--- src/rtl/ubit_stream_gen.sv ---
// ubit_stream_gen: converts a BITWIDTH-bit operand into a rate-coded unary
// bitstream over a window of 2^BITWIDTH bits. Bit i is 1 when the operand is
// greater than the bit-reversed index i, so a full window holds exactly
// `operand` ones.
// Ports:
//   iClk, iRst    clock (rising edge), synchronous active-high reset
//   iData, iLoad  operand and its load strobe (honoured in IDLE/DONE only)
//   iStart        begin a new window (honoured in IDLE/DONE only)
//   iEn           advance the stream by one bit while in RUN
//   iClr          synchronous abort to IDLE; the operand is kept
//   oBit, oValid  current stream bit and its new-bit-this-cycle flag
//   oBusy, oDone  high in RUN / high in DONE
//   oOnes         running count of ones emitted in the current window
module ubit_stream_gen #(
  parameter int unsigned BITWIDTH = 8
) (
  input  logic                iClk,
  input  logic                iRst,
  input  logic [BITWIDTH-1:0] iData,
  input  logic                iLoad,
  input  logic                iStart,
  input  logic                iEn,
  input  logic                iClr,
  output logic                oBit,
  output logic                oValid,
  output logic                oBusy,
  output logic                oDone,
  output logic [BITWIDTH-1:0] oOnes
);

  localparam logic [BITWIDTH-1:0] CNT_MAX = '1;

  typedef enum logic [1:0] {
    S_IDLE = 2'd0,
    S_RUN  = 2'd1,
    S_DONE = 2'd2
  } state_t;

  state_t              state_q, state_d;
  logic [BITWIDTH-1:0] op_q, op_d;
  logic [BITWIDTH-1:0] cnt_q, cnt_d;
  logic [BITWIDTH-1:0] ones_q, ones_d;
  logic                bit_q, bit_d;
  logic                valid_q, valid_d;
  logic                busy_q, busy_d;
  logic                done_q, done_d;

  logic [BITWIDTH-1:0] cnt_rev;
  logic                stream_bit;

  // Bit-reversed window index gives the low-discrepancy threshold sequence.
  for (genvar j = 0; j < BITWIDTH; j++) begin : g_rev
    assign cnt_rev[j] = cnt_q[BITWIDTH-1-j];
  end

  assign stream_bit = (op_q > cnt_rev);

  // Next-state and next-output logic; priority iClr > iStart > iLoad > iEn.
  always_comb begin
    state_d = state_q;
    op_d    = op_q;
    cnt_d   = cnt_q;
    ones_d  = ones_q;
    bit_d   = bit_q;
    valid_d = 1'b0;
    busy_d  = busy_q;
    done_d  = done_q;

    if (iClr) begin
      state_d = S_IDLE;
      cnt_d   = '0;
      ones_d  = '0;
      bit_d   = 1'b0;
      busy_d  = 1'b0;
      done_d  = 1'b0;
    end else begin
      unique case (state_q)
        S_IDLE, S_DONE: begin
          if (iLoad) op_d = iData;
          if (iStart) begin
            state_d = S_RUN;
            cnt_d   = '0;
            ones_d  = '0;
            busy_d  = 1'b1;
            done_d  = 1'b0;
          end
        end
        S_RUN: begin
          // Operand frozen for the whole window; iEn low pauses without loss.
          if (iEn) begin
            bit_d   = stream_bit;
            valid_d = 1'b1;
            ones_d  = ones_q + BITWIDTH'(stream_bit);
            cnt_d   = cnt_q + BITWIDTH'(1);
            if (cnt_q == CNT_MAX) begin
              state_d = S_DONE;
              busy_d  = 1'b0;
              done_d  = 1'b1;
            end
          end
        end
        default: begin
          state_d = S_IDLE;
          busy_d  = 1'b0;
          done_d  = 1'b0;
        end
      endcase
    end
  end

  // State and output registers with synchronous reset.
  always_ff @(posedge iClk) begin
    if (iRst) begin
      state_q <= S_IDLE;
      op_q    <= '0;
      cnt_q   <= '0;
      ones_q  <= '0;
      bit_q   <= 1'b0;
      valid_q <= 1'b0;
      busy_q  <= 1'b0;
      done_q  <= 1'b0;
    end else begin
      state_q <= state_d;
      op_q    <= op_d;
      cnt_q   <= cnt_d;
      ones_q  <= ones_d;
      bit_q   <= bit_d;
      valid_q <= valid_d;
      busy_q  <= busy_d;
      done_q  <= done_d;
    end
  end

  assign oBit   = bit_q;
  assign oValid = valid_q;
  assign oBusy  = busy_q;
  assign oDone  = done_q;
  assign oOnes  = ones_q;

endmodule

--- config.mk ---
export PLATFORM = sky130hd
export DESIGN_NAME = ubit_stream_gen
export DESIGN_NICKNAME = d
export VERILOG_FILES = /design/src/rtl/ubit_stream_gen.sv
export SDC_FILE = /design/constraint.sdc
export NUM_CORES = 1
export LEC_CHECK = 0
export ABC_AREA = 1
export BUFFER_PORTS_ARGS = -buffer_cell sky130_fd_sc_hd__buf_2
export CORE_UTILIZATION = 40
export DETAILED_ROUTE_END_ITERATION = 6
export HOLD_SLACK_MARGIN = 0.08
export PLACE_DENSITY_LB_ADDON = 0.08
export REMOVE_ABC_BUFFERS = 1
export SLEW_MARGIN = 40
export SYNTH_ARGS = -nofsm -noshare
export SYNTH_HDL_FRONTEND = slang
export SYNTH_SLANG_ARGS = --single-unit
--- constraint.sdc ---
create_clock -name iClk -period 2.95 [get_ports iClk]
set_clock_uncertainty 0.15 [all_clocks]
set_input_delay 0 -clock iClk [delete_from_list [all_inputs] [get_ports iClk]]
set_output_delay 0 -clock iClk [all_outputs]
set_load 0.005 [all_outputs]
==> qor.csv, run 1 <==
metric;value;unit
final setup vio count;0;
WL/cell;10.7;um
period utilization;0.778;
CP most frequent cell;nand2_1;
ys async rst share;0;
non-filler cells, final;310;
Startpoint Class;flop;
# IOs;26;
cells along the critical path;inv_1 -> ha_1 -> nand2_1 -> inv_1 -> nand2_1 -> nand2_1 -> nand2_1 -> nand2_1 -> nand2_1 -> inv_1 -> ha_1 -> inv_1 -> nor2_1 -> nand2_4 -> or2_1 -> a21oi_2;
CTS resizes;0;
vias in the first global route;1374;
static leakage;0.891;nW
Post-Place Cell Area;0.00168;mm2
Inserted Diodes;0;
Critical Path Source;cnt_q[5];
critical path's slowest cell;dfxtp_1;
vias per cell;4.65;
number of max-cap violations;0;
Initial DRT Pass Iterations;4;
FF+latch count, synth;29;
Worst Path Required;3.02;ns
Post-DRT Antenna Nets;0;
RR Startpoint;cnt_q[5];
initial antenna violation count;0;
Overall Global Routing Usage;0.192;
TritonCTS Sinks;29;
family with the most delay on the worst path;simple AND/OR/NAND/NOR gates;
Cells after Synth;209;
most frequent cell after synthesis;nand2_1;
Clock transition at path regs;0.07;ns
reg-to-reg endpoint;oOnes[3];
setup TNS;0;ns
GPL Wtd Cong;0.752;
Main synth FF type;dfxtp_1;
crit end category;flop;
Seq/Total Area, Yosys;0.381;
CTS tree;built;
hold_sp;iRst;
count of cell types in the netlist;27;
Slew headroom;0.789;
Util after Layout;0.548;
DRT iter0 DRCs;89;
share of layout cells above drive strength 1;0.183;
CP arrival;2.36;ns
reg2reg path depth;16;
largest net degree at the start of global routing;16;
unrepaired setup endpoints after global routing;no;
routed vias;1442;
hold path depth;4;
Die Y;63.7;um
Mapped Area;0.00152;mm2
Post-synth EDFFs;0;
Synth area leaders;dfxtp_1, nand2_1, ha_1;
total wire length;3310;um
final hold vios;0;
worst hold path type;input pin to flop;
yosys warns;0;
Synth top cells by count;nand2_1, dfxtp_1, inv_1, a21oi_1, nor2_1;
Final HPWL DP;2330;um
Crit Path Category;flop to flop;
CTS Buf Count;5;
Port-buffer cells;25;
# DRC;0;
CP max FO;4;
Clock Tree Buf Depth;2;
die area;0.00406;mm2
fmax;436;MHz
die width;63.7;um
Filler cells;376;
Tightest Pin Transition;0.314;ns
Congestion Overflow GR;0;
dpl ws;0.675;ns
flop-to-flop setup slack;0.66;ns
CP Capture Point;oOnes[3];
root buffer cell;clkbuf_8;
top cell type's share of synthesized area;0.381;
Crit path buffers/inverters;4;
Max stage delay on crit path;0.38;ns
design area;0.00200;mm2
clk_lat worst skew;0.28;ns
status;finished clean;
Slew Limit Fails;0;
CTS HTree Levels;2;
Avg Synthesized Cell Area;7.29;um2
Layout Area Growth over Synthesis;31.6;%
# rows;22;
maximum VDD drop;304;uV
WP depth;16;
Cells after DPL;280;
PwrDens;433;mW/mm2
Net count, final;286;
Tot Pwr;0.868;mW
Min Hold Slack;0.128;ns
Core Region;0.00366;mm2
Starting Density;0.416;
cell taking the most area after synthesis;dfxtp_1;
worst setup margin;0.656;ns
first-pass GRT wire length;5970;um
min Tclk post-route;2.29;ns
[repair_timing]
item	in CTS	in global routing
buffers inserted	0	0
hold buffers	22	0
endpoints found under the hold margin	21	0
[cells in the final DEF (no fill, tap or decap), drive strengths merged, types with 3 or more instances in the layout]
cell type / instances
a21oi: 25
buf: 25
clkbuf: 7
clkinv: 3
dfxtp: 29
dlygate4sd3: 22
ha: 11
inv: 28
nand2: 60
nand3: 10
nand4: 3
nor2: 21
nor3: 6
o21ai: 7
[worst reg2reg max path, cell delays in order, from the launching register on]
cell and delay (ns):
dfxtp_1 0.38, inv_1 0.11, ha_1 0.29, nand2_1 0.05
inv_1 0.06, nand2_1 0.05, nand2_1 0.05, nand2_1 0.04
nand2_1 0.05, nand2_1 0.07, inv_1 0.06, ha_1 0.15
inv_1 0.04, nor2_1 0.26, nand2_4 0.09, or2_1 0.22
a21oi_2 0.11
[state kept, by name, indices dropped and copies added (netlist names)]
register,cells
cnt_q,8
oOnes,8
op_q,8
state_q,2
oBit,1
oBusy,1
oValid,1
[worst min-delay path by stage]
stage                    end  slack (ns)
floorplan            op_q[1]       -0.08
global placement     op_q[4]        0.10
detailed placement   op_q[1]        0.11
CTS                 cnt_q[1]        0.13
global route        cnt_q[1]        0.16
finish              oOnes[0]        0.13
[routing by layer]
metal / global-route usage / share of wire
met5: 0 / 0
met4: 0.0938 / 0.020
met3: 0.0489 / 0.028
met2: 0.291 / 0.43
met1: 0.250 / 0.52
[area by class of cell]
type,count,area (um2),area share
multi-input combinational,148,800,0.399
sequential,29,581,0.290
timing repair buffer,47,345,0.172
inverter,30,118,0.0587
clock buffer,7,96.3,0.0481
tap,48,60.1,0.0300
clock inverter,1,5.00,0.00250
[power by group]
group | switching, mW | total, mW | internal (mW)
clock | 0.154 | 0.364 | 0.211
combinational | 0.0531 | 0.0995 | 0.0464
sequential | 0.00496 | 0.404 | 0.399
[logic make-up after synthesis]
| group | Yosys count | synth area share |
|---|---|---|
| AND/OR/NAND/NOR | 102 | 0.311 |
| AO/OA/AOI/OAI | 35 | 0.124 |
| flip-flops | 29 | 0.381 |
| adder cells (fa/ha/maj) | 11 | 0.0904 |
| buffers and inverters | 32 | 0.0937 |
(Power assumes the default switching activity.)
==> run 2: changes to the inputs <==
- clock period: 2.95 -> 1.87 ns (I/O delays scaled with it)
==> run 2 against run 1 <==
Global-route usage grew 0.52 points. Largest power group unchanged. The run now ends with negative setup slack left. Sequential share of layout area shrank 2.9 points. Clock power is 34% higher.
==> qor.csv, run 2 (synthesized netlist as in run 1, its figures left out) <==
metric;value;unit
fmax;476;MHz
Tot Pwr;1.33;mW
period utilization;1.12;
Initial DRT Pass Iterations;4;
initial antenna violation count;0;
GPL Wtd Cong;0.732;
Worst Path Required;1.93;ns
Crit Path Category;flop to flop;
clk_lat worst skew;0.28;ns
DR WL met3;87;um
die width;63.7;um
met2 WL;1600;um
Die Y;63.7;um
CTS Buf Count;5;
# rows;22;
unrepaired setup endpoints after global routing;yes;
status;finished, violations left;
Core Region;0.00366;mm2
flop-to-flop setup slack;-0.23;ns
CTS HTree Levels;2;
Startpoint Class;flop;
Inserted Diodes;0;
most common cell after layout, fill and taps aside;nand2_1;
total wire length;3520;um
Clock transition at path regs;0.06;ns
CP max FO;4;
Clock Tree Buf Depth;2;
static leakage;0.977;nW
TritonCTS Sinks;29;
Starting Density;0.416;
maximum VDD drop;473;uV
Overall Global Routing Usage;0.197;
Slew headroom;0.788;
dpl ws;-0.316;ns
most frequent cells in the layout;nand2_1, buf_2, buf_4;
non-filler cells, final;328;
largest net degree at the start of global routing;16;
Layout Area Growth over Synthesis;49.3;%
vias in the first global route;1483;
Congestion Overflow GR;0;
Cells after DPL;297;
CP arrival;2.16;ns
final setup vio count;7;
Post-DRT Antenna Nets;0;
WL/cell;10.7;um
# DRC;0;
worst setup margin;-0.229;ns
PwrDens;584;mW/mm2
worst hold path type;flop to flop;
Port-buffer cells;25;
top sig layer;met4;
Util after Layout;0.621;
number of max-cap violations;0;
CTS tree;built;
routed vias;1493;
# IOs;26;
Net count, final;304;
Slew Limit Fails;0;
crit end category;flop;
die area;0.00406;mm2
metal1 wirelength;1800;um
min Tclk post-route;2.10;ns
Tightest Pin Transition;0.317;ns
setup TNS;-0.998;ns
final hold vios;0;
failing checks;negative setup slack;
share of layout cells above drive strength 1;0.393;
root buffer cell;clkbuf_8;
DRT iter0 DRCs;55;
vias per cell;4.55;
Final HPWL DP;2400;um
first-pass GRT wire length;6250;um
[run 2: cell types whose count changed in the layout (fill, tap and decap cells not counted), moves of 8 or more]
| cell | before | now |
|---|---|---|
| buf_4 | 0 | 24 |
| inv_1 | 26 | 15 |
| inv_2 | 2 | 13 |
| dfxtp_1 | 29 | 20 |
| dfxtp_2 | 0 | 9 |
| ha_1 | 11 | 3 |
| ha_4 | 0 | 8 |
[run 2: metrics by stage]
stage	hold WS [ns]	cell area, um2
after floorplan	-0.0809	1500
after global placement	0.103	1810
after CTS	0.314	2200
after detailed placement	0.106	1810
final	0.320	2270
after global routing	0.352	2270
[run 2: worst paths after layout]
check	from	endpoint	cells after the start
setup / recovery	cnt_q[4]	oOnes[3]	17
hold reg to reg	oBusy	oBusy	2
setup reg to reg	cnt_q[4]	oOnes[3]	17
hold / removal	oBusy	oBusy	2
[run 2: per-layer routing]
layer	GRT usage	vias to the layer above
met2	0.319	13
met5	0	-
met4	0.0767	0
met1	0.246	661
li1	-	813
met3	0.0543	6
[run 2: layout make-up]
class,instances,area [um2]
Timing Repair Buffer,65,465
Tap cell,48,60.1
Clock buffer,8,80.1
Multi-Input combinational cell,148,958
Fill cell,338,1390
Sequential cell,29,592
Inverter,30,118
[run 2: power breakdown]
part           internal [mW]  leakage [nW]  switching, mW
sequential             0.630         0.239         0.0105
clock                  0.264        0.0395          0.224
combinational         0.0986         0.698          0.101
[run 2: worst max-delay path, cell delays in order (launching register included)]
cell and delay (ns):
dfxtp_2 0.33, inv_2 0.05, ha_4 0.27, nand2_2 0.05, inv_2 0.05, nand2_1 0.04, nand2_1 0.05, nand2_1 0.05
nand2_1 0.07, nand2_2 0.07, inv_2 0.07, ha_4 0.14, inv_2 0.03, nor2_1 0.08, buf_4 0.14, nand2_4 0.06
or2_1 0.23, a21oi_2 0.11
[run 2: timing repair]
action / in CTS / in global routing
resized for setup: 32 / 15
pin swaps: 9 / 8
buffers inserted: 4 / 3
endpoints found under the setup margin: 7 / 10
hold endpoints to repair: 21 / 0
hold buffers: 16 / 0
==> run 3: changes to the inputs <==
--- a/config.mk
+++ b/config.mk
@@ -6,5 +6,4 @@
 export NUM_CORES = 1
 export LEC_CHECK = 0
-export ABC_AREA = 1
 export BUFFER_PORTS_ARGS = -buffer_cell sky130_fd_sc_hd__buf_2
 export CORE_UTILIZATION = 40
==> constraint.sdc (replaced) <==
create_clock -name iClk -period 1.87 [get_ports iClk]
set_clock_uncertainty 0.15 [all_clocks]
set_input_delay 0.187 -clock iClk [delete_from_list [all_inputs] [get_ports iClk]]
set_output_delay 0.187 -clock iClk [all_outputs]
set_load 0.005 [all_outputs]
==> run 3 against run 2 <==
The run still ends with negative setup slack left. Sequential power down 0.6%. Global-route usage about the same. Worst setup slack got worse by 0.39 ns. Final area is 11% lower. Area after synthesis fell by 8.5%. Sequential cell count did not move. Via count fell by 11%. Cell count fell by 16%. Highest routed layer unchanged.
==> qor.csv, run 3 <==
metric;value;unit
number of max-cap violations;0;
CTS HTree Levels;2;
Sequential Power Share;0.533;
root buffer cell;clkbuf_4;
Synth area leaders;dfxtp_1, ha_1, nor2_1;
Tightest Pin Transition;0.424;ns
crit end category;flop;
yosys warns;0;
Min Hold Slack;0.242;ns
Net count, final;252;
status;finished, violations left;
CTS Buf Count;5;
# rows;21;
Initial DRT Pass Iterations;4;
# DRC;0;
clk_lat worst skew;0.33;ns
CP arrival;2.55;ns
Port-buffer cells;25;
Avg Synthesized Cell Area;8.60;um2
Filler cells;323;
Startpoint Class;flop;
DRT iter0 DRCs;46;
Internal Power;0.871;mW
WL/cell;12.0;um
largest net degree at the start of global routing;13;
Post-DRT Antenna Nets;0;
final setup vio count;8;
most frequent cells in the layout;nor2_1, dfxtp_1, buf_2, buf_4, dlygate4sd3_1;
critical path's slowest cell;dfxtp_2;
die area;0.00372;mm2
ys async rst share;0;
count of cell types in the netlist;28;
most frequent cell after synthesis;nor2_1;
period utilization;1.33;
cell taking the most area after synthesis;dfxtp_1;
Overall Global Routing Usage;0.197;
non-filler cells, final;274;
total wire length;3290;um
Seq/Total Area, Yosys;0.417;
die width;61.0;um
vias in the first global route;1199;
failing checks;negative setup slack;
min Tclk post-route;2.49;ns
CTS tree;built;
Slew headroom;0.716;
unrepaired setup endpoints after global routing;yes;
Cells after DPL;243;
NetSw;0.325;mW
Core Region;0.00334;mm2
final hold vios;0;
top cell type's share of synthesized area;0.417;
Final HPWL DP;2310;um
clock share of power;0.309;
Worst Path Required;1.93;ns
Starting Density;0.417;
first-pass GRT wire length;5210;um
TritonCTS Sinks;29;
Crit Path Category;flop to flop;
combinational power share;0.158;
initial antenna violation count;0;
PwrDens;593;mW/mm2
maximum VDD drop;282;uV
Clock transition at path regs;0.09;ns
fmax;402;MHz
GPL Wtd Cong;0.762;
most common cell after layout, fill and taps aside;nor2_1;
vias per cell;4.84;
share of layout cells above drive strength 1;0.329;
Mapped Area;0.00139;mm2
Synth top cells by count;nor2_1, dfxtp_1, a21oi_1, ha_1, nand2_1;
Inserted Diodes;0;
Layout Area Growth over Synthesis;44.8;%
cells along the critical path;inv_2 -> ha_4 -> nor2b_4 -> o211ai_1 -> a21oi_1 -> a2111oi_2 -> buf_4 -> nor2_4 -> ha_4 -> ha_4 -> and3_4 -> nand4_1 -> xor2_1 -> nor2_1;
Congestion Overflow GR;0;
worst setup margin;-0.618;ns
Clock Tree Buf Depth;2;
FF+latch count, synth;29;
# IOs;26;
static leakage;0.863;nW
Main synth FF type;dfxtp_1;
CP max FO;2;
Slew Limit Fails;0;
Die Y;61.0;um
Cells after Synth;162;
Post-synth EDFFs;0;
worst hold path type;input pin to flop;
routed vias;1327;
Sw Share;0.272;
Max stage delay on crit path;0.35;ns
CP most frequent cell;ha_4;
==> run 3: cell count changes in the layout (fill, tap and decap cells not counted), sizes merged, moves of 5 or more <==
| cell | delta |
|---|---|
| xnor2 | +5 |
| nand4 | +6 |
| a21oi | -13 |
| nand2 | -50 |
| mux2i | +7 |
| inv | -19 |
| nand3 | -5 |
| o21ai | -6 |
| xor2 | +6 |
| nor3 | -5 |
| nor2 | +11 |
==> run 3: kinds of logic (layout without fill, tap and decap cells) <==
kind of cell    after synthesis  after routing  share of synthesized area
compound gates               18             18                     0.0764
fa+ha+maj                    11             11                     0.0988
mux                           7              7                     0.0503
simple gates                 71             71                      0.247
flops                        29             29                      0.417
buf+inv                      15             81                     0.0413
xor+xnor                     11             11                     0.0692
==> run 3: power groups by stage <==
stage | clock, mW | sequential, mW | combinational [mW]
6_report | 0.370 | 0.637 | 0.189
5_1_grt | 0.412 | 0.639 | 0.208
3_3_place_gp | 0 | 0.650 | 0.125
2_1_floorplan | 0 | 0.649 | 0.0720
4_1_cts | 0.387 | 0.637 | 0.175
3_5_place_dp | 0 | 0.651 | 0.127
==> run 3: worst max-delay path: cells and delay by family (launching register included) <==
family	cells	cell delay (ns)
xor gates and xnor gates	1	0.15
buffers and inverters	2	0.23
AOI/OAI and AO/OA	3	0.49
adders and majority gates	3	0.55
DFF	1	0.35
and+or+nand+nor	5	0.46
==> run 3: timing repair <==
| action | in CTS | in global routing |
|---|---|---|
| endpoints found under the hold margin | 14 | 0 |
| setup endpoints to repair | 9 | 11 |
| gates resized for setup | 13 | 5 |
| hold buffers | 14 | 0 |
| setup buffers | 3 | 6 |
| pin swaps | 10 | 3 |
| cloned | 0 | 0 |
==> run 3: final cells by class <==
| cell class | instances | area (um2) | share of cell area |
|---|---|---|---|
| Tap cell | 46 | 57.6 | 0.0285 |
| Multi-Input combinational cell | 118 | 835 | 0.414 |
| Clock buffer | 5 | 37.5 | 0.0186 |
| Sequential cell | 29 | 583 | 0.289 |
| Inverter | 9 | 33.8 | 0.0167 |
| Timing Repair Buffer | 64 | 453 | 0.225 |
| Clock inverter | 3 | 17.5 | 0.00868 |
==> run 3: metal layers <==
metal / global-route usage / share of wire
met5: 0 / 0
met1: 0.236 / 0.44
met3: 0.0384 / 0.035
met2: 0.327 / 0.52
met4: 0.117 / 0.0088
==> run 3: path summary, 6_finish.rpt <==
path,slack (ns),from,endpoint,depth (start not counted)
max reg2reg,-0.62,cnt_q[6],oOnes[6],14
max,-0.62,cnt_q[6],oOnes[6],14
min reg2reg,0.33,oBit,oBit,2
min,0.24,iClr,op_q[1],5
==> run 3: metrics by stage <==
stage | cell area (um2) | worst slack [ns] | power, mW | utilization | setup TNS, ns
finish | 2020 | -0.618 | 1.20 | 0.604 | -4.02
global route | 2020 | -0.753 | 1.26 | 0.604 | -5.28
CTS | 1950 | -0.628 | 1.20 | 0.586 | -4.08
detailed placement | 1670 | -0.951 | 0.778 | 0.501 | -6.04
global placement | 1670 | -0.842 | 0.775 | 0.501 | -5.24
floorplan | 1370 | -0.738 | 0.721 | - | -4.36
